[src/rtl/process_engine.sv]
// Accumulator engine: commands are queued in a small FIFO and executed one
// per cycle against a result register, with a synchronised pause input.
module process_engine #(
   parameter int WIDTH = 2,
   parameter int DEPTH = 4,
   parameter bit SAT   = 1'b1
) (
   input  logic                     clk,
   input  logic                     rst_n,
   input  logic                     n_in,
   input  logic                     in_valid,
   output logic                     in_ready,
   input  logic [1:0]               in_op,
   input  logic [WIDTH-1:0]         in_data,
   input  logic                     clr_ovf,
   output logic [WIDTH-1:0]         f,
   output logic                     out_valid,
   output logic                     ovf,
   output logic                     l,
   output logic [$clog2(DEPTH):0]   count
);

   localparam int AW = $clog2(DEPTH);
   localparam int CW = AW + 1;
   localparam logic [CW-1:0] FULL = CW'(DEPTH);

   localparam logic [1:0] OP_LOAD  = 2'b00;
   localparam logic [1:0] OP_ADD   = 2'b01;
   localparam logic [1:0] OP_SUB   = 2'b10;
   localparam logic [1:0] OP_CLEAR = 2'b11;

   typedef enum logic [1:0] {IDLE, RUN, PAUSED} state_e;

   typedef struct packed {
      logic [1:0]       op;
      logic [WIDTH-1:0] data;
   } cmd_t;

   state_e            state_q, state_d;
   logic              sync1_q, sync1_d;
   logic              sync2_q, sync2_d;
   logic              l_q, l_d;
   logic [CW-1:0]     count_q, count_d;
   logic [AW-1:0]     wr_ptr_q, wr_ptr_d;
   logic [AW-1:0]     rd_ptr_q, rd_ptr_d;
   logic [WIDTH-1:0]  f_q, f_d;
   logic              ovf_q, ovf_d;
   logic              out_valid_q, out_valid_d;
   cmd_t              mem_q [DEPTH];

   logic              push, pop, set_ovf;
   cmd_t              head;
   logic [WIDTH:0]    sum, diff;

   assign in_ready  = (count_q != FULL);
   assign f         = f_q;
   assign ovf       = ovf_q;
   assign out_valid = out_valid_q;
   assign l         = l_q;
   assign count     = count_q;

   always_comb begin
      push     = in_valid && in_ready;
      pop      = (state_q == RUN);
      head     = mem_q[rd_ptr_q];
      sync1_d  = n_in;
      sync2_d  = sync1_q;
      l_d      = ~sync2_q;
      count_d  = count_q + CW'(push) - CW'(pop);
      wr_ptr_d = wr_ptr_q + AW'(push);
      rd_ptr_d = rd_ptr_q + AW'(pop);
      sum      = {1'b0, f_q} + {1'b0, head.data};
      diff     = {1'b0, f_q} - {1'b0, head.data};
      f_d      = f_q;
      set_ovf  = 1'b0;
      out_valid_d = pop;
      if (pop) begin
         unique case (head.op)
            OP_LOAD:  f_d = head.data;
            OP_CLEAR: f_d = '0;
            OP_ADD: begin
               set_ovf = sum[WIDTH];
               f_d = (sum[WIDTH] && SAT) ? {WIDTH{1'b1}} : sum[WIDTH-1:0];
            end
            OP_SUB: begin
               set_ovf = diff[WIDTH];
               f_d = (diff[WIDTH] && SAT) ? '0 : diff[WIDTH-1:0];
            end
            default: f_d = f_q;
         endcase
      end
      ovf_d = set_ovf | (ovf_q & ~clr_ovf);
      // State tracks the synchroniser and occupancy as they will be after this edge
      if (sync1_q)
         state_d = PAUSED;
      else if (count_d != '0)
         state_d = RUN;
      else
         state_d = IDLE;
   end

   always_ff @(posedge clk or negedge rst_n) begin
      if (!rst_n) begin
         state_q     <= PAUSED;
         sync1_q     <= 1'b1;
         sync2_q     <= 1'b1;
         l_q         <= 1'b0;
         count_q     <= '0;
         wr_ptr_q    <= '0;
         rd_ptr_q    <= '0;
         f_q         <= '0;
         ovf_q       <= 1'b0;
         out_valid_q <= 1'b0;
      end else begin
         state_q     <= state_d;
         sync1_q     <= sync1_d;
         sync2_q     <= sync2_d;
         l_q         <= l_d;
         count_q     <= count_d;
         wr_ptr_q    <= wr_ptr_d;
         rd_ptr_q    <= rd_ptr_d;
         f_q         <= f_d;
         ovf_q       <= ovf_d;
         out_valid_q <= out_valid_d;
      end
   end

   always_ff @(posedge clk or negedge rst_n) begin
      if (!rst_n) begin
         for (int i = 0; i < DEPTH; i++) mem_q[i] <= '0;
      end else if (push) begin
         mem_q[wr_ptr_q] <= cmd_t'{op: in_op, data: in_data};
      end
   end

endmodule

[config.mk]
export PLATFORM = sky130hd
export DESIGN_NAME = process_engine
export DESIGN_NICKNAME = d
export VERILOG_FILES = /design/src/rtl/process_engine.sv
export SDC_FILE = /design/constraint.sdc
export NUM_CORES = 1
export LEC_CHECK = 0
export ABC_AREA = 1
export CORE_MARGIN = 1.5
export CORE_UTILIZATION = 59
export DETAILED_ROUTE_END_ITERATION = 16
export PLACE_DENSITY = 0.83
export SLEW_MARGIN = 30
export SYNTH_ARGS = -nofsm -noshare
export SYNTH_HDL_FRONTEND = slang
export SYNTH_SLANG_ARGS = --single-unit
[constraint.sdc]
create_clock -name clk -period 5.51 [get_ports clk]
set_clock_uncertainty 0.05 [all_clocks]
set_input_delay 1.102 -clock clk [delete_from_list [all_inputs] [get_ports clk]]
set_output_delay 1.102 -clock clk [all_outputs]
set_load 0.02 [all_outputs]
==> impl_metrics.env, run 1 <==
export IMPL_max_freq_ghz=0.336
export IMPL_grt_max_degree=32
export IMPL_grt_usage_pct=23.9
export IMPL_cts_hold_buffers=0
export IMPL_start_util_pct=62.2
export IMPL_synth_area_per_cell_um2=8.81
export IMPL_multi_input_area_um2=643
export IMPL_vias=1188
export IMPL_nFillCells=196
export IMPL_hold_viol=0
export IMPL_tns_ns=0
export IMPL_die_w_um=54.1
export IMPL_antenna_found_initial=0
export IMPL_cp_start_kind="input pin"
export IMPL_core_area_um2=2480
export IMPL_cts_setup_buffers=0
export IMPL_finalNetCount=220
export IMPL_h_tree_depth=2
export IMPL_gp_congestion=0.782
export IMPL_drt_antenna_violating_nets=0
export IMPL_setup_violations=0
export IMPL_fp_dieArea_um2=2930
export IMPL_p_leak_uw=0.000976
export IMPL_clockBufferDepth=2
export IMPL_hp_class="reg -> reg"
export IMPL_route_detailed_drc=0
export IMPL_ys_ff_latch=31
export IMPL_fp_row_count=18
export IMPL_die_h_um=54.1
export IMPL_outcome="finished clean"
export IMPL_whs_ns=0.323
export IMPL_p_per_area_nw_per_um2=602
export IMPL_fin_crit_ns=2.98
export IMPL_dpl_instance_area_um2=1750
export IMPL_tightest_slew_ns=0.380
export IMPL_seq_area_frac_synth_pct=50.5
export IMPL_cp_max_fo=5
export IMPL_post_place_cells=222
export IMPL_drive_above_1_share_pct=8.00
export IMPL_clock_latency_ns=0.33
export IMPL_async_flop_share_pct=100
export IMPL_ir_drop_mv=0.443
export IMPL_cts_tree="done"
export IMPL_critical_path_required_ns=5.69
export IMPL_rsz0062_at_grt="false"
export IMPL_root_buffer="clkbuf_4"
export IMPL_numCtsBuffers=5
export IMPL_ctsResizeCount=0
export IMPL_drv_cap=0
export IMPL_finalCritPeriodShare_pct=54.1
export IMPL_syn_to_final_growth_pct=17.4
export IMPL_design_area_um2=1810
export IMPL_yosys_most_used_dff="dfrtp_1"
export IMPL_synth_distinct_cells=16
export IMPL_grt_ovfl_total=0
export IMPL_path_clk_slew_ns=0.08
export IMPL_dpl_hpwl_mm=2.07
export IMPL_slew_viol_final=0
export IMPL_first_pass_iters=4
export IMPL_grt_pass1_vias=1103
export IMPL_ys_warn_count=0
export IMPL_synth_edf_count=0
export IMPL_crit_path_end_kind="flop"
export IMPL_fin_cells=230
export IMPL_cp_data_arrival_time_ns=3.16
export IMPL_vias_per_cell=5.17
export IMPL_post_drt_wl_per_cell_um=12.1
export IMPL_synth_cells=175
export IMPL_path_class="in -> reg"
export IMPL_io_pins=18
export IMPL_initialDrtViolationCount=30
export IMPL_fin_util_pct=73.0
export IMPL_numClockSinks=31
export IMPL_seq_area_um2=778
export IMPL_numPortBuffers=17
export IMPL_routed_wl_mm=2.79
export IMPL_n_antenna_cell=0
export IMPL_syn_area_um2=1540
export IMPL_relSlewSlack_pct=74.7
export IMPL_synth_nets=196
export IMPL_grt_pass1_wl_mm=4.77
[cells in the mapped netlist (2+ instances only)]
cell     count  area (um^2)
dfrtp_1     29          726
o21ai_0     17         85.1
nand4_2      4         50.1
nand3_1     12         60.1
ha_1         9          113
dfstp_2      2         52.6
nand2_1     58          218
xor2_1       2         17.5
nor2_1       5         18.8
fa_1         3         60.1
inv_1       29          109
[worst paths after layout]
| check | from | to | slack (ns) | depth (start not counted) |
|---|---|---|---|---|
| worst max-delay path | in_valid | state_q[0] | 2.53 | 12 |
| worst min-delay path | sync1_q | state_q[1] | 0.32 | 0 |
| worst max register to register | state_q[1] | state_q[0] | 3.16 | 13 |
| worst min register to register | sync1_q | state_q[1] | 0.32 | 0 |
| max in group asynchronous | rst_n | sync1_q | 3.99 | 2 |
| min in group asynchronous | rst_n | rd_ptr_q[0] | 1.10 | 2 |
[metal layers]
layer  track usage [%]  vias up  wire length [um]
met1              28.6      557              1210
li1                  -      590                 -
met3              6.67        7               168
met5                 0        -                 0
met4              15.4        0                59
met2              37.6       34              1350
[flip-flops by register name (all words and copies together), names as in the netlist]
name,count
l,1
ovf,1
wr_ptr_q,2
mem_q,16
f,2
state_q,2
out_valid,1
count,3
rd_ptr_q,2
sync1_q,1
[power breakdown]
group	switching, uW	total, uW	internal [uW]
sequential	88.7	415	326
combinational	323	542	219
clock	72.1	134	61.7
total	484	1090	606
[through the flow]
step | total power [uW] | setup WS (ns)
5_1_grt | 1200 | 2.40
3_3_place_gp | 911 | 2.31
3_5_place_dp | 952 | 2.24
2_1_floorplan | 787 | 2.98
4_1_cts | 1090 | 2.55
6_report | 1090 | 2.53
[layout make-up]
cell class / instances / area share [%]
clock inverter: 1 / 0.277
tap: 30 / 2.07
timing repair buffer: 18 / 9.82
inverter: 30 / 6.22
clock buffer: 7 / 3.04
sequential: 31 / 43.0
multi-input combinational: 113 / 35.5
[cells by family after synthesis]
group                    after synthesis  share of synthesized area (%)
AO/OA/AOI/OAI                         19                           6.17
buffers and inverters                 31                           7.79
AND/OR/NAND/NOR                       80                           23.2
flip-flops                            31                           50.5
XOR/XNOR                               2                           1.14
adder cells (fa/ha/maj)               12                           11.2
[worst max-delay path: stages]
cell	delay, ns
clkdlybuf4s50_1	0.60
nand2_1	0.11
ha_1	0.28
inv_1	0.06
ha_1	0.15
inv_1	0.06
fa_1	0.47
inv_1	0.05
nor2_1	0.09
nand3_1	0.08
nand2_1	0.06
inv_1	0.03
[layout by cell type, fill, tap and decap left out, types with 2 or more instances in the layout]
cell / Yosys / layout
clkbuf_4: 0 / 5
clkdlybuf4s50_1: 0 / 17
dfrtp_1: 29 / 29
dfstp_2: 2 / 2
fa_1: 3 / 3
ha_1: 9 / 9
inv_1: 29 / 29
nand2_1: 58 / 58
nand3_1: 12 / 12
nand4_2: 4 / 4
nor2_1: 5 / 5
o21ai_0: 17 / 17
xor2_1: 2 / 2
No activity file was read; power rests on OpenSTA's default activity.
==> inputs of run 2 (changes only) <==
--- a/config.mk
+++ b/config.mk
@@ -7,9 +7,9 @@
 export LEC_CHECK = 0
 export ABC_AREA = 1
 export CORE_MARGIN = 1.5
-export CORE_UTILIZATION = 59
+export CORE_UTILIZATION = 54
 export DETAILED_ROUTE_END_ITERATION = 16
-export PLACE_DENSITY = 0.83
+export PLACE_DENSITY = 0.77
 export SLEW_MARGIN = 30
 export SYNTH_ARGS = -nofsm -noshare
 export SYNTH_HDL_FRONTEND = slang
==> constraint.sdc (replaced) <==
create_clock -name clk -period 3 [get_ports clk]
set_clock_uncertainty 0.05 [all_clocks]
set_input_delay 0.6 -clock clk [delete_from_list [all_inputs] [get_ports clk]]
set_output_delay 0.6 -clock clk [all_outputs]
set_load 0.02 [all_outputs]
==> run 2 against run 1 <==
Effect of this change: count of clock-buffer cells in the layout fell by 1; worst setup slack worse by 1.9 ns; sequential share of layout area shrank 0.64 points; critical path depth unchanged; die area rose by 8.7%; core utilization down 5.8 points; non-clock buffer count stayed put; first-iteration DRC count is 70% higher.
==> impl_metrics.env, run 2 (same netlist as run 1, synthesis figures left out) <==
export IMPL_routed_wl_mm=2.73
export IMPL_path_clk_slew_ns=0.10
export IMPL_start_util_pct=56.4
export IMPL_die_h_um=56.4
export IMPL_mostFrequentLayoutCells="nand2_1, inv_1, dfrtp_1"
export IMPL_finalNetCount=220
export IMPL_drive_above_1_share_pct=8.50
export IMPL_drt_antenna_violating_nets=0
export IMPL_tightest_slew_ns=0.381
export IMPL_core_area_um2=2730
export IMPL_slew_viol_final=0
export IMPL_cpMostUsedCell="inv_1"
export IMPL_finalCritPeriodShare_pct=79.9
export IMPL_initialDrtViolationCount=51
export IMPL_syn_to_final_growth_pct=19.2
export IMPL_relSlewSlack_pct=74.6
export IMPL_cp_start_kind="input pin"
export IMPL_ctsResizeCount=0
export IMPL_cpPeakStageDelay_ns=0.59
export IMPL_route_detailed_drc=0
export IMPL_crit_chain="clkdlybuf4s50_1 > nand2_1 > ha_1 > inv_1 > ha_1 > inv_1 > fa_1 > inv_1 > nor2_1 > nand3_1 > nand2_1 > inv_1"
export IMPL_outcome="finished clean"
export IMPL_ir_drop_mv=0.794
export IMPL_critical_path_required_ns=3.18
export IMPL_grt_max_degree=32
export IMPL_grt_ovfl_total=0
export IMPL_hold_depth=0
export IMPL_numCtsBuffers=5
export IMPL_r2r_cells=13
export IMPL_cp_data_arrival_time_ns=2.58
export IMPL_cts_setup_buffers=0
export IMPL_cp_slowest_cell="clkdlybuf4s50_1"
export IMPL_root_buffer="clkbuf_4"
export IMPL_cp_max_fo=5
export IMPL_io_pins=18
export IMPL_hp_class="reg -> reg"
export IMPL_crit_path_end_kind="flop"
export IMPL_gp_congestion=0.836
export IMPL_grt_pass1_vias=1142
export IMPL_fin_crit_ns=2.40
export IMPL_n_antenna_cell=0
export IMPL_nFillCells=219
export IMPL_h_tree_depth=2
export IMPL_p_leak_uw=0.000989
export IMPL_numClockSinks=31
export IMPL_clockBufferDepth=2
export IMPL_vias_per_cell=5.13
export IMPL_path_class="in -> reg"
export IMPL_fp_row_count=19
export IMPL_rsz0062_at_grt="false"
export IMPL_numPortBuffers=17
export IMPL_largest_reg_flops=16
export IMPL_setup_violations=0
export IMPL_clock_latency_ns=0.32
export IMPL_regMostFlops="mem_q"
export IMPL_drv_cap=0
export IMPL_grt_pass1_wl_mm=5.01
export IMPL_vias=1185
export IMPL_hold_viol=0
export IMPL_max_freq_ghz=0.417
export IMPL_layout_cells_most_common="nand2_1"
export IMPL_grt_usage_pct=20.8
export IMPL_cts_tree="done"
export IMPL_cts_hold_buffers=0
export IMPL_first_pass_iters=4
export IMPL_p_per_area_nw_per_um2=1130
export IMPL_die_w_um=56.4
export IMPL_whs_ns=0.330
export IMPL_antenna_found_initial=0
export IMPL_tns_ns=0
export IMPL_fp_dieArea_um2=3180
export IMPL_post_drt_wl_per_cell_um=11.8
export IMPL_dpl_hpwl_mm=2.03
run 2: power breakdown:
group | switching [uW] | internal [uW] | leakage [uW]
clock network | 141 | 197 | 0.0000482
logic | 574 | 398 | 0.000561
registers | 160 | 599 | 0.000380
total | 875 | 1190 | 0.000989
run 2: per-stage QoR:
step	power, uW	area, um^2	cells	worst slack, ns	utilization [%]
2_1_floorplan	1450	1540	175	0.769	-
3_3_place_gp	1680	1750	223	0.304	64.0
4_1_cts	2080	1840	231	0.584	67.2
5_1_grt	2280	1840	231	0.470	67.2
3_5_place_dp	1730	1750	223	0.232	64.0
6_report	2070	1840	231	0.603	67.2
run 2: layout make-up:
type,instances,area (um^2),share of cell area [%]
timing repair buffer,18,178,9.67
tap,31,38.8,2.11
clock inverter,2,35.0,1.91
inverter,30,113,6.13
multi-input combinational,113,643,35.0
sequential,31,778,42.4
clock buffer,6,51.3,2.79
run 2: worst paths after layout:
check,startpoint,slack (ns),end
max in group asynchronous,rst_n,1.98,state_q[1]
min in group asynchronous,rst_n,0.60,mem_q[7]
setup reg to reg,state_q[1],0.72,state_q[0]
hold reg to reg,sync1_q,0.33,state_q[1]
hold / removal,sync1_q,0.33,state_q[1]
setup / recovery,in_valid,0.60,state_q[0]
run 2: per-layer routing:
metal	track usage [%]	vias up	wire (um)
met5	0	-	0
li1	-	591	-
met3	7.14	2	137
met4	6.12	0	17
met1	26.1	551	1240
met2	34.1	41	1330
run 2: critical path, delay by kind of cell:
kind	cells	cell delay, ns
adder cells (fa/ha/maj)	3	0.88
buffers and inverters	5	0.78
AND/OR/NAND/NOR	4	0.33
